`src/rtl/multi_ch_gain.sv`:
```
// multi_ch_gain: time-multiplexed, per-channel programmable gain stage.
// Pipeline: S1 captures sample, tag and channel gain; S2 forms the exact
// signed product; S3 rounds, shifts and saturates into the output register.
// The whole pipeline advances together whenever the output can move.
// Optional saturation event counter: define MULTI_CH_GAIN_SAT_CNT_EN.
module multi_ch_gain #(
  parameter int          DW       = 16,
  parameter int          GW       = 16,
  parameter int          OW       = 16,
  parameter int          NCH      = 4,
  parameter int          SHW      = 5,
  parameter int unsigned GAIN_RST = 1,
  localparam int         CW       = $clog2(NCH)
) (
  input  logic          clk_i,
  input  logic          rstn_i,
  input  logic          valid_i,
  output logic          ready_o,
  input  logic [DW-1:0] data_i,
  input  logic [CW-1:0] ch_i,
  output logic          valid_o,
  input  logic          ready_i,
  output logic [OW-1:0] data_o,
  output logic [CW-1:0] ch_o,
  output logic          sat_o,
  input  logic [SHW-1:0] shift_i,
  input  logic          cfg_we_i,
  input  logic [CW-1:0] cfg_addr_i,
  input  logic [GW-1:0] cfg_gain_i,
  output logic [15:0]   sat_cnt_o
);

  // Product width holds any signed-by-unsigned result exactly; one extra
  // bit in the rounding path keeps the rounding bias from overflowing.
  localparam int PW = DW + GW + 1;
  localparam int RW = PW + 1;
  localparam logic [CW:0] NCH_W = (CW+1)'(NCH);
  localparam logic signed [RW-1:0] OUT_MAX = {{(RW-OW+1){1'b0}}, {(OW-1){1'b1}}};
  localparam logic signed [RW-1:0] OUT_MIN = {{(RW-OW+1){1'b1}}, {(OW-1){1'b0}}};

  logic [GW-1:0] gain_q [NCH];
  logic [GW-1:0] gain_sel_s;
  logic          ch_ok_s;
  logic          addr_ok_s;
  logic          adv_s;

  logic          s1_valid_q;
  logic [DW-1:0] s1_data_q;
  logic [CW-1:0] s1_ch_q;
  logic [GW-1:0] s1_gain_q;

  logic signed [PW-1:0] mul_a_s;
  logic signed [PW-1:0] mul_b_s;
  logic signed [PW-1:0] prod_s;

  logic                 s2_valid_q;
  logic signed [PW-1:0] s2_prod_q;
  logic [CW-1:0]        s2_ch_q;

  logic [31:0]          sh_s;
  logic signed [RW-1:0] p_ext_s;
  logic signed [RW-1:0] bias_s;
  logic signed [RW-1:0] sum_s;
  logic signed [RW-1:0] r_s;
  logic [OW-1:0]        data_d;
  logic                 sat_d;

  logic          out_valid_q;
  logic [OW-1:0] out_data_q;
  logic [CW-1:0] out_ch_q;
  logic          out_sat_q;

  assign ch_ok_s   = ({1'b0, ch_i} < NCH_W);
  assign addr_ok_s = ({1'b0, cfg_addr_i} < NCH_W);

  // The pipeline moves as a unit whenever the output register is free or draining.
  assign adv_s   = ready_i || !out_valid_q;
  assign ready_o = adv_s;

  assign valid_o = out_valid_q;
  assign data_o  = out_data_q;
  assign ch_o    = out_ch_q;
  assign sat_o   = out_sat_q;

  // Gain register file; writes are independent of pipeline stalls.
  always_ff @(posedge clk_i or negedge rstn_i) begin
    if (!rstn_i) begin
      for (int i = 0; i < NCH; i++) begin
        gain_q[i] <= GW'(GAIN_RST);
      end
    end else if (cfg_we_i && addr_ok_s) begin
      gain_q[cfg_addr_i] <= cfg_gain_i;
    end
  end

  // Gain lookup for the incoming sample; unknown channels get zero gain.
  always_comb begin
    gain_sel_s = {GW{1'b0}};
    if (ch_ok_s) begin
      gain_sel_s = gain_q[ch_i];
    end else begin
      gain_sel_s = {GW{1'b0}};
    end
  end

  // Exact signed product of the sample and the zero-extended gain.
  always_comb begin
    mul_a_s = {{(PW-DW){s1_data_q[DW-1]}}, s1_data_q};
    mul_b_s = {{(PW-GW){1'b0}}, s1_gain_q};
    prod_s  = mul_a_s * mul_b_s;
  end

  // Round-half-up right shift followed by clipping to the output range.
  always_comb begin
    sh_s    = 32'(shift_i);
    p_ext_s = {s2_prod_q[PW-1], s2_prod_q};
    bias_s  = {RW{1'b0}};
    sum_s   = p_ext_s;
    r_s     = p_ext_s;
    data_d  = {OW{1'b0}};
    sat_d   = 1'b0;
    if (sh_s == 32'd0) begin
      r_s = p_ext_s;
    end else if (sh_s > 32'(PW)) begin
      // Bias 2^(s-1) exceeds any product magnitude, so the rounded value is 0.
      r_s = {RW{1'b0}};
    end else begin
      bias_s = {{(RW-1){1'b0}}, 1'b1} << (sh_s - 32'd1);
      sum_s  = p_ext_s + bias_s;
      r_s    = sum_s >>> sh_s;
    end
    if (r_s > OUT_MAX) begin
      data_d = OUT_MAX[OW-1:0];
      sat_d  = 1'b1;
    end else if (r_s < OUT_MIN) begin
      data_d = OUT_MIN[OW-1:0];
      sat_d  = 1'b1;
    end else begin
      data_d = r_s[OW-1:0];
      sat_d  = 1'b0;
    end
  end

  // Three pipeline stages; reset drops every in-flight sample.
  always_ff @(posedge clk_i or negedge rstn_i) begin
    if (!rstn_i) begin
      s1_valid_q  <= 1'b0;
      s1_data_q   <= {DW{1'b0}};
      s1_ch_q     <= {CW{1'b0}};
      s1_gain_q   <= {GW{1'b0}};
      s2_valid_q  <= 1'b0;
      s2_prod_q   <= {PW{1'b0}};
      s2_ch_q     <= {CW{1'b0}};
      out_valid_q <= 1'b0;
      out_data_q  <= {OW{1'b0}};
      out_ch_q    <= {CW{1'b0}};
      out_sat_q   <= 1'b0;
    end else if (adv_s) begin
      s1_valid_q  <= valid_i;
      s1_data_q   <= data_i;
      s1_ch_q     <= ch_i;
      s1_gain_q   <= gain_sel_s;
      s2_valid_q  <= s1_valid_q;
      s2_prod_q   <= prod_s;
      s2_ch_q     <= s1_ch_q;
      out_valid_q <= s2_valid_q;
      out_data_q  <= data_d;
      out_ch_q    <= s2_ch_q;
      out_sat_q   <= sat_d;
    end
  end

`ifdef MULTI_CH_GAIN_SAT_CNT_EN
  logic [15:0] sat_cnt_q;
  logic [15:0] sat_cnt_d;

  // Count clipped output transfers, sticking at all-ones; config writes clear.
  always_comb begin
    sat_cnt_d = sat_cnt_q;
    if (cfg_we_i) begin
      sat_cnt_d = 16'h0000;
    end else if (out_valid_q && ready_i && out_sat_q && (sat_cnt_q != 16'hFFFF)) begin
      sat_cnt_d = sat_cnt_q + 16'h0001;
    end else begin
      sat_cnt_d = sat_cnt_q;
    end
  end

  // Saturation counter register.
  always_ff @(posedge clk_i or negedge rstn_i) begin
    if (!rstn_i) begin
      sat_cnt_q <= 16'h0000;
    end else begin
      sat_cnt_q <= sat_cnt_d;
    end
  end

  assign sat_cnt_o = sat_cnt_q;
`else
  assign sat_cnt_o = 16'h0000;
`endif

endmodule

```
`config.mk`:
```
export PLATFORM = sky130hd
export DESIGN_NAME = multi_ch_gain
export DESIGN_NICKNAME = d
export VERILOG_FILES = /design/src/rtl/multi_ch_gain.sv
export SDC_FILE = /design/constraint.sdc
export NUM_CORES = 1
export LEC_CHECK = 0
export CELL_PAD_IN_SITES_DETAIL_PLACEMENT = 0
export CELL_PAD_IN_SITES_GLOBAL_PLACEMENT = 2
export CORE_MARGIN = 10
export CORE_UTILIZATION = 40
export DETAILED_ROUTE_END_ITERATION = 8
export PLACE_DENSITY = 0.86
export SLEW_MARGIN = 20
export SYNTH_ARGS = -nofsm -noshare
export SYNTH_HDL_FRONTEND = slang
export SYNTH_SLANG_ARGS = --single-unit
```
`constraint.sdc`:
```
create_clock -name clk_i -period 8.1 [get_ports clk_i]
set_input_delay 1.62 -clock clk_i [delete_from_list [all_inputs] [get_ports clk_i]]
set_output_delay 1.62 -clock clk_i [all_outputs]
set_load 0.005 [all_outputs]
```
==> flow_summary.ini <==
[run_status]
status = finished clean

[die]
num_rows = 81
core-area_mm2 = 0.0492
io_pins = 83
dieArea_mm2 = 0.0593
start_util_pct = 40.6
fp.dieW_um = 243
die_y_um = 243

[place]
hpwl_um = 50300
gp_congestion = 0.946
dp_cells = 2969
place.port_buffers = 66
dpl_cell_area_mm2 = 0.0214

[synth]
syn_area_mm2 = 0.0200
async_flop_share_pct = 100
ys_warn_count = 0
netlist.area_leader.share_pct = 19.5
synth_seq_area_share_pct = 19.4
synth_seq_cells = 155
ys_types = 96
synth_area_per_cell_um2 = 8.66
synth-edff-count = 0
synth_ff_type = dfrtp_1
synth.area.top_cells = fa_1 (20%), dfrtp_1 (19%), ha_1 (9.8%)
synthCells = 2306
yosysTopAreaCell = fa_1

[sta]
finalSetupViolCount = 0
fin_hold_ws_ps = 468
rsz0062_at_grt = no
tightest_slew_ps = 1060
fin_crit_ps = 7600
maxSlewHeadroom_pct = 29.4
fin_tns_setup_ps = 0
fin_crit_sh_pct = 93.9
finalMaxSlewViolations = 0
fmax_ghz = 0.132
clock-skew-final_ps = 20.3
finalHoldViolCount = 0

[clocking]
cts_inserted_buffers = 17
clk_latency_ps = 470
cts_tree = done
clock-root-buffer = clkbuf_16
cts-htree-levels = 4
cts_sinks = 155
clk_pin_slew_ps = 70
clockBufferDepth = 2

[setup_path]
startpoint_type = input pin
r2r_slack_ps = 670
cp.arrival_ps = 7980
cp_max_fo = 13
critical_path.endpoint_type = register
path_class = input pin to register
crit_required_ps = 8470

[finish]
areaGrowthSynthToFinish_pct = 10.0
n_fill_cell = 4873
layout_commonest_cell = nand2_1
fin_area_mm2 = 0.0220
final_cell_count_no_fill = 3003
mostFrequentLayoutCells = nand2_1 (394), inv_1 (248), fa_1 (195)
drive_gt1_share_pct = 9.84
fin_nets = 2722

[detailed_routing]
drc = 0
drt-pass1-iter-count = 6
ant_nets = 0
first_iter_violations = 1251
post_drt_wl_per_cell_um = 21.3
via_count = 16680
via_per_inst = 5.55
routed_wl_um = 63900

[job]
drv_cap = 0

[global_route]
first_global_vias = 17246
grt-ovfl-total = 0
track_usage_pct = 21.5
grt_pass1_wl_um = 101000
grt_max_degree = 68
antenna_found_initial = 3

[hold_path]
hold_path.class = register to register
==> kinds of logic after synthesis <==
kind of cell             count (synthesis)  share of synthesized area (%)
multiplexers                           136                           8.71
AND/OR/NAND/NOR                        816                           18.6
XOR/XNOR                                58                           2.54
other                                    1                         0.0188
adder cells (fa/ha/maj)                351                           29.3
buffers and inverters                  386                           7.65
AO/OA/AOI/OAI                          403                           13.7
flip-flops                             155                           19.4
==> routing by layer <==
layer | part of all wire [%] | vias up | GRT usage (%)
met5 | 0.017 | - | 0
met4 | 2.4 | 2 | 5.88
met3 | 6.3 | 97 | 3.79
met2 | 48 | 480 | 35.8
met1 | 44 | 8355 | 28.3
li1 | - | 7746 | -
==> critical path, stage by stage <==
cell	delay, ps
clkdlybuf4s50_1	510
inv_1	80
ha_1	210
buf_4	180
nand2_1	80
nand2_1	160
nand4_1	250
nor2_1	90
ha_1	240
fa_1	430
a211oi_1	390
o211ai_2	250
a211oi_1	430
nor2_1	140
a31oi_1	490
a21oi_1	150
or4_4	600
o21ai_2	240
a31oi_1	130
or3_1	410
nor4_2	320
a41oi_1	180
buf_4	250
o22ai_1	130
==> cells in the mapped netlist, drive strengths merged (34+ instances only) <==
cell,number
nand2,394
nor2,155
mux2i,42
and2,109
a21oi,117
dfrtp,151
inv,248
clkbuf,102
o21ai,71
xnor2,36
buf,34
ha,156
mux2,72
fa,195
==> final timing paths <==
path | start | endpoint | cells past startpoint
worst max-delay path | shift_i[0] | data_o[14] | 24
worst min-delay path | ch_o[1] | ch_o[1] | 2
worst max register to register | s1_data_q[6] | s2_prod_q[32] | 23
worst min register to register | ch_o[1] | ch_o[1] | 2
max in group asynchronous | rstn_i | gain_q[10] | 3
min in group asynchronous | rstn_i | data_o[2] | 1
==> final cells by class <==
| cell class | count | area, um2 | area share (%) |
|---|---|---|---|
| Multi-Input combinational cell | 1781 | 14600 | 66.6 |
| Sequential cell | 155 | 3880 | 17.7 |
| Clock inverter | 15 | 170 | 0.774 |
| Clock buffer | 17 | 425 | 1.94 |
| Antenna cell | 1 | 2.50 | 0.0114 |
| Inverter | 250 | 940 | 4.28 |
| Tap cell | 664 | 831 | 3.78 |
| Timing Repair Buffer | 120 | 1080 | 4.91 |
==> stage by stage <==
stage,util [%],setup slack [ps]
after floorplan,-,136
after global placement,43.4,62.5
after detailed placement,43.4,-45.2
after CTS,44.7,423
after global routing,44.7,169
final,44.7,497
==> state kept, by name, summed over array words and instances, names as in the netlist <==
register / cells
ch_o: 2
data_o: 16
gain_q: 64
s1_ch_q: 2
s1_data_q: 16
s1_gain_q: 16
s1_valid_q: 1
s2_ch_q: 2
s2_prod_q: 33
s2_valid_q: 1
sat_o: 1
valid_o: 1
==> timing repair <==
action | in CTS | in global routing
gates resized for setup | 0 | 1
hold buffers | 0 | 0
setup endpoints to repair | 0 | 2
setup buffers | 0 | 1
Power is left out: the tool's default activity adds up to more than one toggle a clock period on the data nets, which glitch-free logic cannot reach.
